$ cat config.mk
export PLATFORM = sky130hd
export DESIGN_NAME = frame_timing_gen
export DESIGN_NICKNAME = d
export VERILOG_FILES = /design/src/rtl/frame_timing_gen.sv
export SDC_FILE = /design/constraint.sdc
export NUM_CORES = 1
export LEC_CHECK = 0
export ABC_AREA = 1
export CAP_MARGIN = 20
export CORE_MARGIN = 2
export CORE_UTILIZATION = 55
export DETAILED_ROUTE_END_ITERATION = 10
export PLACE_DENSITY = 0.89
export SLEW_MARGIN = 40
export SYNTH_ARGS = -nofsm -noshare
export SYNTH_HDL_FRONTEND = slang
export SYNTH_SLANG_ARGS = --single-unit
export TNS_END_PERCENT = 100
$ cat constraint.sdc
create_clock -name sys_clk_i -period 6.45 [get_ports sys_clk_i]
set_clock_uncertainty 0.2 [all_clocks]
set_input_delay 1.29 -clock sys_clk_i [delete_from_list [all_inputs] [get_ports sys_clk_i]]
set_output_delay 1.29 -clock sys_clk_i [all_outputs]
set_load 0.1 [all_outputs]
$ cat src/rtl/frame_timing_gen.sv
// frame_timing_gen: test-video source for the frame control chain.
// Emits frame_start, data_valid and an RGB test pattern at a resolution that
// is latched once per frame, so downstream logic only ever sees whole frames.
// All outputs come from flops whose inputs are decoded from the next state.
module frame_timing_gen #(
  parameter int H_BLANK        = 280,
  parameter int V_BLANK_CYCLES = 4096,
  parameter int FS_WIDTH       = 2
) (
  input  logic        sys_clk_i,
  input  logic        reset_i,
  input  logic        enable_i,
  input  logic [15:0] hres_i,
  input  logic [15:0] vres_i,
  input  logic [1:0]  pattern_sel_i,
  output logic        frame_start_o,
  output logic        data_valid_o,
  output logic [7:0]  data_r_o,
  output logic [7:0]  data_g_o,
  output logic [7:0]  data_b_o,
  output logic [15:0] hres_o,
  output logic [15:0] vres_o,
  output logic [15:0] frame_cnt_o,
  output logic        busy_o
);

  typedef enum logic [2:0] {S_IDLE, S_FS, S_HBLANK, S_ACTIVE, S_VBLANK} state_t;

  localparam logic [15:0] FS_LAST = 16'(FS_WIDTH - 1);
  localparam logic [15:0] HB_LAST = 16'(H_BLANK - 1);
  localparam logic [15:0] VB_LAST = 16'(V_BLANK_CYCLES - 1);

  state_t      state_q, state_d;
  logic [15:0] cnt_q, cnt_d;          // cycles spent in FS / HBLANK / VBLANK
  logic [15:0] h_cnt_q, h_cnt_d;
  logic [15:0] v_cnt_q, v_cnt_d;
  logic [2:0]  bar_idx_q, bar_idx_d;  // colour-bar index, saturates at 7 (black)
  logic [15:0] bar_pix_q, bar_pix_d;  // pixel position inside the current bar
  logic [15:0] bar_w_q, bar_w_d;
  logic [1:0]  pat_q, pat_d;
  logic [15:0] hres_q, hres_d;
  logic [15:0] vres_q, vres_d;
  logic [15:0] fcnt_q, fcnt_d;
  logic        fs_q, fs_d;
  logic        dv_q, dv_d;
  logic [7:0]  r_q, r_d, g_q, g_d, b_q, b_d;
  logic        busy_q, busy_d;
  logic        latch;

  // Next state, per-frame latching and the pixel colour for the next cycle
  always_comb begin
    state_d   = state_q;
    cnt_d     = cnt_q;
    h_cnt_d   = h_cnt_q;
    v_cnt_d   = v_cnt_q;
    bar_idx_d = bar_idx_q;
    bar_pix_d = bar_pix_q;
    bar_w_d   = bar_w_q;
    pat_d     = pat_q;
    hres_d    = hres_q;
    vres_d    = vres_q;
    fcnt_d    = fcnt_q;
    latch     = 1'b0;

    case (state_q)
      S_IDLE: begin
        if (enable_i) latch = 1'b1;
      end
      S_FS: begin
        if (cnt_q == FS_LAST) begin
          state_d = S_HBLANK;
          cnt_d   = '0;
        end else begin
          cnt_d = cnt_q + 16'd1;
        end
      end
      S_HBLANK: begin
        if (cnt_q == HB_LAST) begin
          state_d   = S_ACTIVE;
          h_cnt_d   = '0;
          bar_idx_d = '0;
          bar_pix_d = '0;
        end else begin
          cnt_d = cnt_q + 16'd1;
        end
      end
      S_ACTIVE: begin
        if (h_cnt_q == hres_q - 16'd1) begin
          v_cnt_d = v_cnt_q + 16'd1;
          cnt_d   = '0;
          state_d = (v_cnt_q == vres_q - 16'd1) ? S_VBLANK : S_HBLANK;
        end else begin
          h_cnt_d = h_cnt_q + 16'd1;
          if (bar_pix_q == bar_w_q - 16'd1) begin
            bar_pix_d = '0;
            bar_idx_d = (bar_idx_q == 3'd7) ? 3'd7 : bar_idx_q + 3'd1;
          end else begin
            bar_pix_d = bar_pix_q + 16'd1;
          end
        end
      end
      S_VBLANK: begin
        if (cnt_q == VB_LAST) begin
          if (enable_i) latch = 1'b1;
          else          state_d = S_IDLE;
        end else begin
          cnt_d = cnt_q + 16'd1;
        end
      end
      default: state_d = S_IDLE;
    endcase

    // A zero in either dimension keeps the previous resolution intact
    if (latch) begin
      state_d = S_FS;
      cnt_d   = '0;
      h_cnt_d = '0;
      v_cnt_d = '0;
      if (hres_i != 16'd0 && vres_i != 16'd0) begin
        hres_d = hres_i;
        vres_d = vres_i;
      end
      bar_w_d = hres_d >> 3;
      pat_d   = pattern_sel_i;
      fcnt_d  = fcnt_q + 16'd1;
    end

    fs_d   = (state_d == S_FS);
    busy_d = (state_d != S_IDLE);
    dv_d   = (state_d == S_ACTIVE);
    r_d    = 8'h00;
    g_d    = 8'h00;
    b_d    = 8'h00;
    if (dv_d) begin
      case (pat_d)
        2'd0: if (bar_w_d != 16'd0) begin
          r_d = {8{~bar_idx_d[1]}};
          g_d = {8{~bar_idx_d[2]}};
          b_d = {8{~bar_idx_d[0]}};
        end
        2'd1: begin
          r_d = h_cnt_d[7:0];
          g_d = h_cnt_d[7:0];
          b_d = h_cnt_d[7:0];
        end
        2'd2: begin
          r_d = 8'hFF;
          g_d = 8'hFF;
          b_d = 8'hFF;
        end
        default: begin
          r_d = {8{~(h_cnt_d[4] ^ v_cnt_d[4])}};
          g_d = {8{~(h_cnt_d[4] ^ v_cnt_d[4])}};
          b_d = {8{~(h_cnt_d[4] ^ v_cnt_d[4])}};
        end
      endcase
    end
  end

  // State, counters and registered outputs; reset returns to IDLE at once
  always_ff @(posedge sys_clk_i or posedge reset_i) begin
    if (reset_i) begin
      state_q   <= S_IDLE;
      cnt_q     <= '0;
      h_cnt_q   <= '0;
      v_cnt_q   <= '0;
      bar_idx_q <= '0;
      bar_pix_q <= '0;
      bar_w_q   <= '0;
      pat_q     <= '0;
      hres_q    <= 16'd1280;
      vres_q    <= 16'd720;
      fcnt_q    <= '0;
      fs_q      <= 1'b0;
      dv_q      <= 1'b0;
      r_q       <= '0;
      g_q       <= '0;
      b_q       <= '0;
      busy_q    <= 1'b0;
    end else begin
      state_q   <= state_d;
      cnt_q     <= cnt_d;
      h_cnt_q   <= h_cnt_d;
      v_cnt_q   <= v_cnt_d;
      bar_idx_q <= bar_idx_d;
      bar_pix_q <= bar_pix_d;
      bar_w_q   <= bar_w_d;
      pat_q     <= pat_d;
      hres_q    <= hres_d;
      vres_q    <= vres_d;
      fcnt_q    <= fcnt_d;
      fs_q      <= fs_d;
      dv_q      <= dv_d;
      r_q       <= r_d;
      g_q       <= g_d;
      b_q       <= b_d;
      busy_q    <= busy_d;
    end
  end

  assign frame_start_o = fs_q;
  assign data_valid_o  = dv_q;
  assign data_r_o      = r_q;
  assign data_g_o      = g_q;
  assign data_b_o      = b_q;
  assign hres_o        = hres_q;
  assign vres_o        = vres_q;
  assign frame_cnt_o   = fcnt_q;
  assign busy_o        = busy_q;

endmodule

==> impl_metrics.csv <==
group,metric,value,unit
outcome,status,"finished clean",
place,place.detailed.hpwl,19800,um
setup_path,path_class,"input port to flip-flop",
cells_and_area,layout_common_cells,"nand2_1, nor2_1, inv_1, dfrtp_1, nand3_1",
drt,wl_per_cell,14.8,um
power,peakVddDrop,0.464,mV
hold_path,worstHoldPathType,"flip-flop to flip-flop",
drt,detail-route-antenna-nets,0,
timing,max_freq,0.239,GHz
power,power.total,6240,uW
drt,vias,9776,
cells_and_area,finish.utilization,0.638,
clocking,htree_levels,4,
logic_synthesis,ys_seq_elements,163,
global_route,gr-usage-all-layers,0.272,
die,die_area,20000,um2
setup_path,path_max_fanout,15,
global_route,overflow,0,
setup_path,cp.arrival,4.29,ns
clocking,cts_tree,"done",
logic_synthesis,syn_nets,1478,
clocking,ctsHoldBuffers,0,
setup_path,crit-reg2reg-launch,"state_q[2]",
global_route,grt_pass1_vias,9546,
setup_path,startpoint_type,"input port",
setup_path,end_kind,"flip-flop",
logic_synthesis,ys_warn_count,0,
timing,final-setup-viol-count,0,
cells_and_area,fill_cells,1614,
cells_and_area,synthToLayoutAreaGrowth,14.3,%
clocking,clock_latency,0.43,ns
clocking,cts_buffers,17,
die,std_cell_rows,50,
timing,setup_tns,0,ns
die,ios,112,
clocking,cts_setup_buffers,0,
clocking,clock-root-buffer,"clkbuf_16",
setup_path,reg2reg_slack,2.90,ns
clocking,path_clk_slew,0.06,ns
hold_path,min_path_cells,1,
hold_path,whs_endpoint,"frame_cnt_o[15]",
die,initial_core_util,0.558,
drt,drt_first_iter_violations,851,
global_route,grt_max_degree,65,
timing,slew_viol_final,0,
clocking,clockBufferDepth,2,
setup_path,regToRegEndpoint,"cnt_q[7]",
cells_and_area,antenna_cells,0,
die,die_x,141,um
power,power_density,526,nW/um2
timing,worst_pin_slew,0.878,ns
logic_synthesis,synthFlopType,"dfrtp_1",
cells_and_area,drive_gt1_frac,0.138,
die,die_y,141,um
timing,post-route-min-period,4.18,ns
drt,drt-vias-per-instance,5.49,
hold_path,holdCritStartpoint,"frame_cnt_o[15]",
logic_synthesis,avgSynthCellArea,7.24,um2
cells_and_area,final_nets,1582,
timing,finalCritPeriodShare,0.648,
logic_synthesis,yosys.cell_types.count,51,
timing,hold_viol_final,0,
power,p_leak,0.00596,uW
logic_synthesis,synth_cells,1431,
job,maxCapViolCount,0,
drt,dr.pass1.iters,6,
logic_synthesis,synth_enable_flop_cells,0,
place,port_buffers,111,
drt,routed_wl,26400,um
timing,max-slew-margin-rel,0.414,
die,core,18600,um2
place,gp_congestion,0.956,
setup_path,rr_worst_depth,12,
timing,rsz0062_at_grt,"no",
drt,drc_errors,0,
cells_and_area,layout_commonest_cell,"nand2_1",
setup_path,cp.required,6.56,ns
logic_synthesis,ys_async_sr_fraction,1.00,
clocking,cts_resized,0,
logic_synthesis,syn_area,10400,um2
clocking,clock-sinks,163,
global_route,grt_pass1_wl,44100,um
global_route,antenna_found_initial,0,
logic_synthesis,ys_seq_area_frac,0.394,
timing,hold_slack,0.264,ns
[metal layers]
metal  GRT usage  up-vias  share of wire  wire length (um)
met4       0.118        0          0.031               823
li1            -     4737              -                 -
met1       0.343     4589           0.41             10800
met3      0.0456       68          0.062              1640
met2       0.465      382           0.50             13200
met5           0        -              0                 0
[flip-flops by register name, summed over array words and instances (netlist names), 2 cells and up]
signal and cells:
hres_o 16, data_g_o 8, vres_o 16, h_cnt_q 16
bar_w_q 16, bar_idx_q 3, v_cnt_q 16, frame_cnt_o 16
state_q 3, cnt_q 16, data_r_o 8, bar_pix_q 16
data_b_o 8, pat_q 2
[cells in the mapped netlist, types with 12 or more instances]
cell / number / area share
nor2_2: 31 / 0.019
nor3_1: 26 / 0.013
o21ai_0: 42 / 0.020
inv_1: 165 / 0.060
nand3_1: 129 / 0.062
clkbuf_1: 14 / 0.0051
a21oi_1: 21 / 0.010
xnor2_1: 30 / 0.025
xor2_1: 59 / 0.050
nand2_2: 12 / 0.0072
nand4_1: 25 / 0.015
dfrtp_1: 157 / 0.38
nand2_1: 365 / 0.13
nor2_1: 213 / 0.077
[through the flow]
| stage | setup WS (ns) | instance area, um2 | std cells |
|---|---|---|---|
| 6_report | 2.27 | 11900 | 1782 |
| 3_3_place_gp | 2.05 | 11600 | 1750 |
| 4_1_cts | 2.38 | 11800 | 1782 |
| 2_1_floorplan | 0.565 | 10400 | 1431 |
| 3_5_place_dp | 1.97 | 11300 | 1750 |
| 5_1_grt | 1.94 | 11900 | 1782 |
[power breakdown]
| group | total (uW) | leakage, uW | internal, uW | switching (uW) |
|---|---|---|---|---|
| combinational | 3630 | 0.00360 | 847 | 2780 |
| clock | 994 | 0.000264 | 572 | 422 |
| sequential | 1610 | 0.00210 | 1300 | 314 |
[how the worst max path moves through the flow]
stage                     startpoint           end  slack (ns)
after detailed placement   vres_i[9]   data_r_o[5]        1.97
after global routing       hres_i[4]   data_r_o[5]        1.94
final                      hres_i[4]   data_r_o[5]        2.27
after floorplan              reset_i  bar_idx_q[0]        0.56
after CTS                  vres_i[9]   data_r_o[5]        2.38
after global placement    hres_i[13]    vres_o[15]        2.05
[cells by family (layout without fill, tap and decap cells)]
| kind of cell | count (synthesis) | after routing | synth area share |
|---|---|---|---|
| buf+inv | 206 | 323 | 0.0791 |
| xor+xnor | 90 | 90 | 0.0774 |
| simple gates | 855 | 855 | 0.372 |
| flops | 163 | 163 | 0.394 |
| mux | 9 | 9 | 0.00978 |
| fa+ha+maj | 10 | 10 | 0.0121 |
| compound gates | 98 | 98 | 0.0555 |
[critical path: stages]
cell	delay, ns
clkdlybuf4s50_1	0.56
nor2_1	0.08
nand2_1	0.09
nor2_1	0.06
nand2_1	0.30
nand2_1	0.42
inv_1	0.21
nand2_1	0.06
nand3_1	0.13
nand2_1	0.08
nor2_1	0.13
nand2_1	0.08
nor2_1	0.18
a21oi_4	0.11
nand3_2	0.11
nand2_1	0.15
nor2_1	0.17
nor2_2	0.06
[cell type report]
class,count,area [um2],share of cell area
multi-input cells,1062,5470,0.461
flip-flops and latches,163,4090,0.345
repair buffers,114,762,0.0643
clock buffers,21,440,0.0372
clock inverters,11,130,0.0110
well taps,234,293,0.0247
inverters,177,672,0.0567
Power figures use the tool's default switching activity.
